File: src/rtl/sd_block_reader.sv
// SD-card single-block (CMD17) reader in SPI mode.
// Drives a byte-wide SPI engine over start/done, owns chip select, streams the payload bytes.
module sd_block_reader #(
    parameter int unsigned R1_TIMEOUT    = 16,
    parameter int unsigned TOKEN_TIMEOUT = 2048,
    parameter int unsigned BLOCK_BYTES   = 512
) (
    input  logic        clk,
    input  logic        reset,
    input  logic        init_done,
    input  logic        rd_req,
    input  logic [31:0] rd_addr,
    output logic        rd_busy,
    output logic        rd_done,
    output logic        rd_err,
    output logic [3:0]  err_code,
    output logic [7:0]  data_out,
    output logic        data_valid,
    output logic [8:0]  byte_idx,
    output logic        spi_start,
    output logic [7:0]  spi_tx,
    input  logic [7:0]  spi_rx,
    input  logic        spi_done,
    output logic        cs,
    output logic [15:0] debug
);

    typedef enum logic [3:0] {
        S_IDLE  = 4'd0,
        S_PRE   = 4'd1,
        S_CMD   = 4'd2,
        S_R1    = 4'd3,
        S_TOKEN = 4'd4,
        S_DATA  = 4'd5,
        S_CRC   = 4'd6,
        S_FIN   = 4'd7,
        S_ERR   = 4'd8
    } state_e;

    localparam logic [11:0] R1_LIM    = 12'(R1_TIMEOUT);
    localparam logic [11:0] TOK_LIM   = 12'(TOKEN_TIMEOUT);
    localparam logic [11:0] DATA_LAST = 12'(BLOCK_BYTES - 1);

    state_e      state_q, state_d;
    logic [31:0] addr_q, addr_d;
    logic [11:0] cnt_q, cnt_d;
    logic [11:0] poll_inc;
    logic        pend_q, pend_d;
    logic        start_q, start_d;
    logic [7:0]  tx_q, tx_d;
    logic        busy_q, busy_d;
    logic        dv_q, dv_d;
    logic [7:0]  dout_q, dout_d;
    logic [8:0]  bidx_q, bidx_d;
    logic        done_q, done_d;
    logic        err_q, err_d;
    logic [3:0]  code_q, code_d;
    logic [7:0]  r1_q, r1_d;
    logic        cs_q, cs_d;

    assign poll_inc = (&cnt_q) ? cnt_q : cnt_q + 12'd1;

    always_ff @(posedge clk or posedge reset) begin
        if (reset) begin
            state_q <= S_IDLE;
            addr_q  <= '0;
            cnt_q   <= '0;
            pend_q  <= 1'b0;
            start_q <= 1'b0;
            tx_q    <= 8'hFF;
            busy_q  <= 1'b0;
            dv_q    <= 1'b0;
            dout_q  <= '0;
            bidx_q  <= '0;
            done_q  <= 1'b0;
            err_q   <= 1'b0;
            code_q  <= '0;
            r1_q    <= '0;
            cs_q    <= 1'b1;
        end else begin
            state_q <= state_d;
            addr_q  <= addr_d;
            cnt_q   <= cnt_d;
            pend_q  <= pend_d;
            start_q <= start_d;
            tx_q    <= tx_d;
            busy_q  <= busy_d;
            dv_q    <= dv_d;
            dout_q  <= dout_d;
            bidx_q  <= bidx_d;
            done_q  <= done_d;
            err_q   <= err_d;
            code_q  <= code_d;
            r1_q    <= r1_d;
            cs_q    <= cs_d;
        end
    end

    always_comb begin
        state_d = state_q;
        addr_d  = addr_q;
        cnt_d   = cnt_q;
        pend_d  = pend_q;
        start_d = 1'b0;
        tx_d    = tx_q;
        busy_d  = busy_q;
        dv_d    = 1'b0;
        dout_d  = dout_q;
        bidx_d  = bidx_q;
        done_d  = 1'b0;
        err_d   = 1'b0;
        code_d  = code_q;
        r1_d    = r1_q;

        if (dv_q && (&bidx_q)) bidx_d = '0;

        if (state_q == S_IDLE) begin
            if (rd_req) begin
                if (init_done) begin
                    addr_d  = rd_addr;
                    busy_d  = 1'b1;
                    code_d  = 4'd0;
                    cnt_d   = '0;
                    bidx_d  = '0;
                    state_d = S_PRE;
                end else begin
                    err_d  = 1'b1;
                    code_d = 4'd1;
                end
            end
        end else if (!pend_q) begin
            // One transfer in flight at a time; a new one starts the cycle after spi_done clears pend.
            start_d = 1'b1;
            pend_d  = 1'b1;
            tx_d    = 8'hFF;
            if (state_q == S_CMD) begin
                case (cnt_q[2:0])
                    3'd0:    tx_d = 8'h51;
                    3'd1:    tx_d = addr_q[31:24];
                    3'd2:    tx_d = addr_q[23:16];
                    3'd3:    tx_d = addr_q[15:8];
                    3'd4:    tx_d = addr_q[7:0];
                    default: tx_d = 8'hFF;
                endcase
            end
        end else if (spi_done) begin
            pend_d = 1'b0;
            case (state_q)
                S_PRE: begin
                    cnt_d   = '0;
                    state_d = S_CMD;
                end
                S_CMD: begin
                    if (cnt_q == 12'd5) begin
                        cnt_d   = '0;
                        state_d = S_R1;
                    end else begin
                        cnt_d = cnt_q + 12'd1;
                    end
                end
                S_R1: begin
                    r1_d = spi_rx;
                    if (spi_rx == 8'h00) begin
                        cnt_d   = '0;
                        state_d = S_TOKEN;
                    end else if (spi_rx == 8'hFF) begin
                        cnt_d = poll_inc;
                        if (poll_inc >= R1_LIM) begin
                            code_d  = 4'd2;
                            state_d = S_ERR;
                        end
                    end else begin
                        code_d  = 4'd3;
                        state_d = S_ERR;
                    end
                end
                S_TOKEN: begin
                    if (spi_rx == 8'hFE) begin
                        cnt_d   = '0;
                        state_d = S_DATA;
                    end else if (spi_rx[7:4] == 4'h0) begin
                        code_d  = 4'd5;
                        state_d = S_ERR;
                    end else begin
                        cnt_d = poll_inc;
                        if (poll_inc >= TOK_LIM) begin
                            code_d  = 4'd4;
                            state_d = S_ERR;
                        end
                    end
                end
                S_DATA: begin
                    dv_d   = 1'b1;
                    dout_d = spi_rx;
                    bidx_d = cnt_q[8:0];
                    if (cnt_q == DATA_LAST) begin
                        cnt_d   = '0;
                        state_d = S_CRC;
                    end else begin
                        cnt_d = cnt_q + 12'd1;
                    end
                end
                S_CRC: begin
                    if (cnt_q == 12'd1) state_d = S_FIN;
                    else cnt_d = cnt_q + 12'd1;
                end
                S_FIN: begin
                    done_d  = 1'b1;
                    busy_d  = 1'b0;
                    state_d = S_IDLE;
                end
                S_ERR: begin
                    err_d   = 1'b1;
                    busy_d  = 1'b0;
                    state_d = S_IDLE;
                end
                default: state_d = S_IDLE;
            endcase
        end

        cs_d = !(state_d inside {S_PRE, S_CMD, S_R1, S_TOKEN, S_DATA, S_CRC});
    end

    assign rd_busy    = busy_q;
    assign rd_done    = done_q;
    assign rd_err     = err_q;
    assign err_code   = code_q;
    assign data_out   = dout_q;
    assign data_valid = dv_q;
    assign byte_idx   = bidx_q;
    assign spi_start  = start_q;
    assign spi_tx     = tx_q;
    assign cs         = cs_q;
    assign debug      = {state_q, code_q, r1_q};

endmodule
File: config.mk
export PLATFORM = sky130hd
export DESIGN_NAME = sd_block_reader
export DESIGN_NICKNAME = d
export VERILOG_FILES = /design/src/rtl/sd_block_reader.sv
export SDC_FILE = /design/constraint.sdc
export NUM_CORES = 1
export LEC_CHECK = 0
export CORE_MARGIN = 2
export CORE_UTILIZATION = 55
export DETAILED_ROUTE_END_ITERATION = 8
export PLACE_DENSITY = 0.87
export SETUP_SLACK_MARGIN = 0.15
export SLEW_MARGIN = 15
export SYNTH_ARGS = -nofsm -noshare
export SYNTH_HDL_FRONTEND = slang
export SYNTH_SLANG_ARGS = --single-unit
File: constraint.sdc
create_clock -name clk -period 4.8 [get_ports clk]
set_input_delay 0.96 -clock clk [delete_from_list [all_inputs] [get_ports clk]]
set_output_delay 0.96 -clock clk [all_outputs]
set_load 0.005 [all_outputs]
==> results, run 1 <==
- The total global routing track utilization is 0.272.
- VDD sags by at most 270 µV.
- Of the cells placed in the final design, the portion with a size suffix greater than 1 is 0.178.
- The DRC violation total after the first TritonRoute iteration is 277.
- Compared with the post-synthesis result, the final layout area differs by 24.6%.
- The floorplan step defined a die boundary enclosing 9110 µm².
- The top fanout value on the critical path is 12.
- The number of antenna violations at the first check in global routing is 0.
- The slowest cell on the critical path is sky130_fd_sc_hd__or4_1.
- The power share of the clock group is 0.173.
- The final standard cell utilization of the core is 0.701.
- The switching power share of the total is 0.380.
- The number of buffers added on ports is 93.
- Traced cell by cell, the critical path runs through clkdlybuf4s50_1 > or4_1 > o21a_1 > a221oi_2 > nand2_1 > or3_4 > nor3_2 > o22a_1.
- The stage delay of the slowest cell on the critical path is 0.69 ns.
- The largest net degree at the start of global routing is 64.
- For this run, asynchronously set or reset flops after synthesis account for 1.00.
- The worst hold path belongs to the class register to register.
- The starting utilization of the core area is 0.563.
- The most frequently used cell type in the post-synthesis netlist is sky130_fd_sc_hd__dfrtp_1.
- After global routing the overflow that remains totals 0.
- The H-tree depth is 3.
- Routability-driven placement finished with a final weighted congestion of 0.889.
- The synthesized cell area is 4600 µm².
- Measured against its own limit, the worst slew margin works out to 0.231.
- Dividing total power by cell area gives a power density of 508 nW/µm².
- In the final design database the tool counted 544 nets.
- After synthesis, the cell types taking the most area are sky130_fd_sc_hd__dfrtp_1, sky130_fd_sc_hd__mux2_2, sky130_fd_sc_hd__dfstp_2, sky130_fd_sc_hd__o21ai_0, sky130_fd_sc_hd__o22a_1.
- The count of nets left with antenna violations after detail routing is 0.
- The number of ports placed on the die boundary is 96.
- The number of global-route vias before repair is 3777.
- The number of search-and-repair iterations in the first detailed-routing pass is 5.
- The final route contains 3783 vias.
- The number of buffers inserted by hold repair at cts is 0.
- Of the post-synthesis cell area, the dominant cell type holds 0.446.
- The clock tree from TritonCTS is built.
- The clock-pin transition on the worst setup and hold timing paths is 0.09 ns.
- STA classifies the critical path startpoint as an input pin.
- The number of unique standard cell types used by synthesis is 66.
- The internal portion of the total power is 1.80 mW.
- The clock drives 91 sinks.
- The maximum frequency from static timing analysis is 280 MHz.
- The worst setup path is captured at a register.
- The max-slew violation count was 0.
- For this run, the number of Yosys warnings is 0.
- The number of storage elements in the synthesis netlist is 91.
- Dividing the final minimum period by the clock period gives 0.744.
- The leakage power is 2.34 nW.
- The synthesized design contains 0 enable-type register cells.
- The number of placement rows is 33.
- The critical path in this run is classified as input pin to register.
- Setup repair after global routing left no endpoint under its margin.
- Of the total power, combinational logic draws 0.400.
- After detailed routing, the number of remaining DRC violations is 0.
- Of the total power, registers draw 0.426.
- The area after detailed placement is 5530 µm².
- The commonest cells after synthesis are sky130_fd_sc_hd__dfrtp_1, sky130_fd_sc_hd__mux2_2, sky130_fd_sc_hd__o21ai_0.
- The detailed placer's ending HPWL is 8.29 mm.
- The finished cells cover 5730 µm².
- The final clock skew is 0.0113 ns.
- In this run, CTS created clock tree buffers numbering 9.
- The final count of negative-setup-slack endpoints is 0.
- The minimum period implied by the final worst setup slack is 3.57 ns.
- The multi-input logic area is 2120 µm².
- The post-cts gate resize count is 0.
- The reported max-cap violation count is 0.
- The die is 95.4 µm tall.
- The die outline width is 95.4 µm.
- In this run the standard cell core region covers 8180 µm².
- The number of post-CTS setup repair buffers is 0.
- The cell type contributing the most total cell area after synthesis is sky130_fd_sc_hd__dfrtp_1.
- The flow ran to the end, and the final reports show no timing, DRC or antenna violations.
- For this block, the routed nets add up to 11.6 mm of wire.
- The synthesized area divided by synthesized cell count is 10.9 µm².
- The clock insertion delay at the later pin of the skew report is 0.37 ns.
- The clock passes through at most 2 buffers.
- The data arrival time of the worst path is 3.88 ns.
- Summed over all failing endpoints, the final setup total negative slack is 0 ns.
- The cell count after synthesis is 423.
- The average routed wire per standard cell is 19.3 µm.
- In this run the clock root is driven by a sky130_fd_sc_hd__clkbuf_8.
- The sequential cell area is 2290 µm².
- In the synthesized netlist the dominant register cell turns out to be sky130_fd_sc_hd__dfrtp_1.
- The part of the Yosys area used for sequential elements is 0.498.
- The global-route wire length before repair is 18.7 mm.
- The average vias per placed instance is 6.26.
- Data on the critical path is required at its endpoint by 5.11 ns.
- Summed over all nets, the switching power comes to 1.11 mW.
- The repair_antennas step left the layout with diodes totalling 0.
- The final count of hold timing violations is 0.
- At the pin with the least slew margin, the transition time is 1.14 ns.
- The number of fill cells in the layout is 592.
-- critical path, delay by kind of cell --
| kind | cells | cell delay [ns] |
|---|---|---|
| buffers and inverters | 1 | 0.48 |
| AO/OA/AOI/OAI | 3 | 0.74 |
| AND/OR/NAND/NOR | 4 | 1.70 |
-- cell type report --
cell class | count | area share
inverter | 11 | 0.00764
multi-input combinational | 285 | 0.370
clock buffer | 9 | 0.0216
clock inverter | 7 | 0.0122
sequential | 91 | 0.399
tap | 105 | 0.0229
timing repair buffer | 96 | 0.166
-- final timing paths --
kind	startpoint	end	slack, ns	cells after the start
worst max-delay path	spi_rx[5]	cnt_q[8]	1.23	8
worst min-delay path	addr_q[24]	addr_q[24]	0.51	1
worst max register to register	cnt_q[1]	cnt_q[3]	1.44	9
worst min register to register	addr_q[24]	addr_q[24]	0.51	1
max in group asynchronous	reset	spi_tx[0]	2.83	3
min in group asynchronous	reset	data_out[3]	1.07	2
-- registers in the layout, indices dropped and copies added (netlist names), 3 cells and up --
name and cells:
data_out 8, spi_tx 8, byte_idx 9, cnt_q 12
err_code 3, state_q 4, addr_q 32, r1_q 8
-- per-stage QoR --
stage | power (mW) | setup slack (ns) | hold slack [ns] | instances
after floorplan | 1.96 | 1.49 | 0.481 | 424
after global placement | 2.34 | 0.992 | 0.490 | 588
after detailed placement | 2.40 | 0.871 | 0.496 | 588
after CTS | 2.91 | 1.26 | 0.517 | 604
after global routing | 3.09 | 1.03 | 0.530 | 604
final | 2.91 | 1.23 | 0.512 | 604
-- power by group through the flow --
stage               sequential [mW]  combinational (mW)  clock (mW)
finish                         1.24                1.17       0.505
global route                   1.27                1.27       0.546
CTS                            1.23                1.16       0.511
detailed placement             1.25                1.15           0
global placement               1.23                1.11           0
floorplan                      1.13               0.824           0
-- layer usage --
layer  part of all wire  vias to the layer above  track usage  wire, µm
met5                  0                        -            0         0
met2               0.50                      172        0.444      5870
met3              0.064                       30       0.0617       747
met1               0.40                     1856        0.342      4630
li1                   -                     1725            -         -
met4              0.033                        0        0.131       384
-- cells by family after synthesis --
family                     synth area share
AOI/OAI and AO/OA                     0.179
xor gates and xnor gates            0.00762
adders and majority gates            0.0136
buffers and inverters                0.0446
DFF                                   0.498
muxes                                 0.125
other                              0.000815
and+or+nand+nor                       0.132
-- cell usage in the layout (no fill, tap or decap), types with 4 or more instances in the layout --
| master | Yosys | layout |
|---|---|---|
| sky130_fd_sc_hd__dfstp_2 | 9 | 9 |
| sky130_fd_sc_hd__a31oi_1 | 5 | 5 |
| sky130_fd_sc_hd__a22oi_1 | 9 | 9 |
| sky130_fd_sc_hd__nand4_1 | 9 | 9 |
| sky130_fd_sc_hd__clkbuf_8 | 0 | 9 |
| sky130_fd_sc_hd__dfrtp_1 | 82 | 82 |
| sky130_fd_sc_hd__or3_1 | 9 | 9 |
| sky130_fd_sc_hd__mux2_2 | 50 | 50 |
| sky130_fd_sc_hd__nand2_1 | 24 | 24 |
| sky130_fd_sc_hd__a32oi_1 | 5 | 5 |
| sky130_fd_sc_hd__clkdlybuf4s50_1 | 0 | 93 |
| sky130_fd_sc_hd__or4_1 | 4 | 4 |
| sky130_fd_sc_hd__o21ai_0 | 28 | 28 |
| sky130_fd_sc_hd__inv_1 | 11 | 10 |
| sky130_fd_sc_hd__o22a_1 | 15 | 15 |
| sky130_fd_sc_hd__nand3_1 | 9 | 9 |
| sky130_fd_sc_hd__ha_1 | 5 | 5 |
| sky130_fd_sc_hd__nor2_1 | 16 | 16 |
| sky130_fd_sc_hd__a21oi_1 | 6 | 6 |
| sky130_fd_sc_hd__nor3_1 | 12 | 12 |
| sky130_fd_sc_hd__a21o_1 | 6 | 6 |
| sky130_fd_sc_hd__a22o_1 | 13 | 13 |
No activity file was read; power rests on OpenSTA's default activity.
==> run 2: changes to the inputs <==
--- a/config.mk
+++ b/config.mk
@@ -6,9 +6,9 @@
 export NUM_CORES = 1
 export LEC_CHECK = 0
 export CORE_MARGIN = 2
-export CORE_UTILIZATION = 55
+export CORE_UTILIZATION = 46
 export DETAILED_ROUTE_END_ITERATION = 8
-export PLACE_DENSITY = 0.87
+export PLACE_DENSITY = 0.78
 export SETUP_SLACK_MARGIN = 0.15
 export SLEW_MARGIN = 15
 export SYNTH_ARGS = -nofsm -noshare
==> constraint.sdc (replaced) <==
create_clock -name clk -period 3.1 [get_ports clk]
set_input_delay 0.62 -clock clk [delete_from_list [all_inputs] [get_ports clk]]
set_output_delay 0.62 -clock clk [all_outputs]
set_load 0.005 [all_outputs]
==> results, run 2 (synthesis results as in run 1) <==
- The relative slew slack came to 0.359 (+0.128).
- The reported max-cap violation count is 0 (unchanged).
- The total power per unit cell area is 770 nW/µm² (+51%).
- The average vias per placed instance was 5.87 (-6.3%).
- The H-tree depth is 3 (unchanged).
- The critical path goes through clkdlybuf4s50_1 > or4_1 > o21a_1 > a221oi_2 > nand2_1 > buf_4 > nor3_2 > buf_4 > a21o_1 > a22o_1.
- The launching element type of the critical path is an input pin.
- The worst hold slack is 0.511 ns (-0.00110 ns).
- The top fanout value on the critical path is 8 (-4).
- The largest net degree at the start of global routing is 35 (-45%).
- The number of buffers inserted by hold repair at cts is 0 (unchanged).
- The run finished with clean final reports.
- The final weighted congestion in routability-driven placement is 0.922 (+3.7%).
- The post-synthesis to final-layout area growth is 30.7%.
- The detailed placer's ending HPWL was 8.63 mm (+4.1%).
- Grouping stages by cell kind, the critical path spends the most delay in simple AND/OR/NAND/NOR gates.
- The share of cells above drive strength 1 is 0.222 (+0.0441).
- The clock buffer count from CTS was 9 (unchanged).
- The number of fill cells in the layout is 824 (+39%).
- The transition time at the pin with the least slew margin is 0.954 ns (-0.182 ns).
- The filler-free cell count of the finished design was 659 (+9.1%).
- The area after detailed placement is 5810 µm² (+5.0%).
- The number of search-and-repair iterations in the first detailed-routing pass is 4 (-1).
- The number of ports placed on the die boundary was 96 (unchanged).
- The number of flip-flops under the largest register name is 32 (unchanged).
- The worst ir drop on vdd is 464 µV (+72%).
- The starting utilization of the core area is 0.473 (-0.0899).
- The register containing the most flip-flops in the final layout is addr_q.
- The slowest cell on the critical path is sky130_fd_sc_hd__or4_1.
- Setup repair after global routing left no endpoint under its margin.
- The number of placement rows is 36 (+9.1%).
- In this run the most critical hold path is launched from r1_q[6].
- The post-route DRC violation count was 0 (unchanged).
- The number of buffers and inverters on the critical path is 3 (+2).
- In the layout the commonest cells are sky130_fd_sc_hd__clkdlybuf4s50_1, sky130_fd_sc_hd__dfrtp_1, sky130_fd_sc_hd__mux2_2, sky130_fd_sc_hd__o21ai_0, sky130_fd_sc_hd__buf_4.
- Based on the critical path, the design can be clocked at up to 358 MHz.
- The DRC violation total after the first TritonRoute iteration is 146 (-47%).
- The count of nets after finishing is 571 (+5.0%).
- The die span in y is 104 µm (+9.0%).
- The most common cell after layout, fill and taps aside is sky130_fd_sc_hd__clkdlybuf4s50_1.
- The root buffer selected by CTS is sky130_fd_sc_hd__clkbuf_8.
- The max-slew violation count was 0 (unchanged).
- The required time of the worst setup path is 3.42 ns (-1.69 ns).
- The die outline width is 104 µm (+9.0%).
- The worst register-to-register path ends at cnt_q[4].
- The number of antenna repair diodes is 0 (unchanged).
- The average routed wire per standard cell is 17.8 µm (-7.6%).
- The global-route wire length before repair came to 18.9 mm (+1.1%).
- The stage delay of the slowest cell on the critical path was 0.58 ns (-0.11 ns).
- The endpoint kind of the worst setup timing path is a register.
- The die area is 10800 µm² (+19%).
- The data arrival time of the worst path is 3.11 ns (-0.77 ns).
- The final clock skew was 0.00876 ns (-0.00253 ns).
- The count of vias placed by the detailed router is 3867 (+2.2%).
- The smallest clock period supported by the final layout is computed as 2.80 ns.
- The final standard cell utilization of the core was 0.618 (-0.0829).
- The type of the tightest min-delay check is register to register.
- The leakage power is 2.47 nW (+5.7%).
- The number of buffers added on ports is 93 (unchanged).
- The total global routing track utilization is 0.217 (-0.0547).
- The clock-pin transition on the worst setup and hold timing paths came to 0.09 ns (about the same).
- The core footprint is 9730 µm² (+19%).
- The sum of internal, switching and leakage power is 4.63 mW (+59%).
- The length in cells of the worst reg-to-reg path is 10 (+1).
- TritonCTS built the clock tree.
- The number of cells after detailed placement was 643 (+9.4%).
- The total clock sinks came to 91 (unchanged).
- The internal reg-to-reg setup slack came to 0.33 ns (-1.11 ns).
- The multi-input logic area is 2120 µm² (+0.24%).
- The cell area after layout was 6010 µm² (+4.9%).
- The clock insertion delay at the later pin of the skew report is 0.37 ns (about the same).
- The worst register-to-register path begins at state_q[1].
- Of the available clock period, the critical path in the final layout requires 0.902.
- The count of nets left with antenna violations after detail routing is 0 (unchanged).
- The sequential cell area is 2290 µm² (unchanged).
- The number of global-route vias before repair is 3851 (+2.0%).
- The end point of the worst hold path is r1_q[6].
- The final count of negative-setup-slack endpoints is 0 (unchanged).
- The number of antenna violations at the first check in global routing is 0 (unchanged).
- The type of the worst setup path is input pin to register.
- The hold path depth is 1 (unchanged).
- The detailed-route wire length is 11.7 mm (+0.86%).
- The cell with the most instances on the worst path is sky130_fd_sc_hd__buf_4.
- The global route total overflow is 0 (unchanged).
- The maximum buffer depth of the clock tree is 2 (unchanged).
- The final count of hold timing violations came to 0 (unchanged).
==> run 2: worst reg2reg max path, stage by stage (launching register included) <==
cell and delay [ns]:
sky130_fd_sc_hd__dfrtp_1 0.46, sky130_fd_sc_hd__buf_4 0.22, sky130_fd_sc_hd__nor4_1 0.61, sky130_fd_sc_hd__nand3_1 0.19, sky130_fd_sc_hd__a221oi_2 0.35, sky130_fd_sc_hd__nand2_1 0.13, sky130_fd_sc_hd__buf_4 0.16, sky130_fd_sc_hd__nor3_2 0.18
sky130_fd_sc_hd__buf_4 0.18, sky130_fd_sc_hd__a21o_1 0.13, sky130_fd_sc_hd__a22o_1 0.11
==> run 2: per-stage QoR <==
| stage | setup TNS, ns | setup slack [ns] |
|---|---|---|
| 6_report | 0 | 0.305 |
| 5_1_grt | 0 | 0.172 |
| 3_3_place_gp | 0 | 0.0181 |
| 3_5_place_dp | -0.285 | -0.0635 |
| 2_1_floorplan | 0 | 0.398 |
| 4_1_cts | 0 | 0.323 |
==> run 2: power breakdown <==
group          leakage, nW  internal, mW  total [mW]  switching, mW
Clock               0.0926         0.313       0.788          0.475
Sequential            1.15          1.56        1.79          0.236
Combinational         1.23          1.05        2.05          0.998
==> run 2: how the worst max path moves through the flow <==
stage / start / end / slack [ns] / cells past startpoint
2_1_floorplan: cnt_q[1] / cnt_q[3] / 0.40 / 11
3_3_place_gp: spi_rx[4] / cnt_q[8] / 0.02 / 8
3_5_place_dp: spi_rx[4] / cnt_q[4] / -0.06 / 10
4_1_cts: cnt_q[1] / cnt_q[4] / 0.32 / 11
5_1_grt: state_q[1] / cnt_q[9] / 0.17 / 10
6_report: spi_rx[4] / cnt_q[4] / 0.30 / 10
==> run 2: area by class of cell <==
| cell class | instances | share of cell area |
|---|---|---|
| tap | 133 | 0.0277 |
| sequential | 91 | 0.381 |
| clock inverter | 7 | 0.0119 |
| inverter | 11 | 0.00749 |
| clock buffer | 9 | 0.0206 |
| timing repair buffer | 123 | 0.199 |
| multi-input combinational | 285 | 0.353 |
==> run 2: timing repair <==
item,4_1_cts,5_1_grt
gates resized for setup,0,1
endpoints found under the hold margin,0,0
setup buffers,0,0
endpoints found under the setup margin,0,5
==> run 2: layer usage <==
| layer | vias up | share of wire | track usage |
|---|---|---|---|
| li1 | 1777 | - | - |
| met1 | 1929 | 0.40 | 0.269 |
| met2 | 143 | 0.51 | 0.365 |
| met3 | 18 | 0.069 | 0.0445 |
| met4 | 0 | 0.022 | 0.100 |
| met5 | - | 0 | 0 |
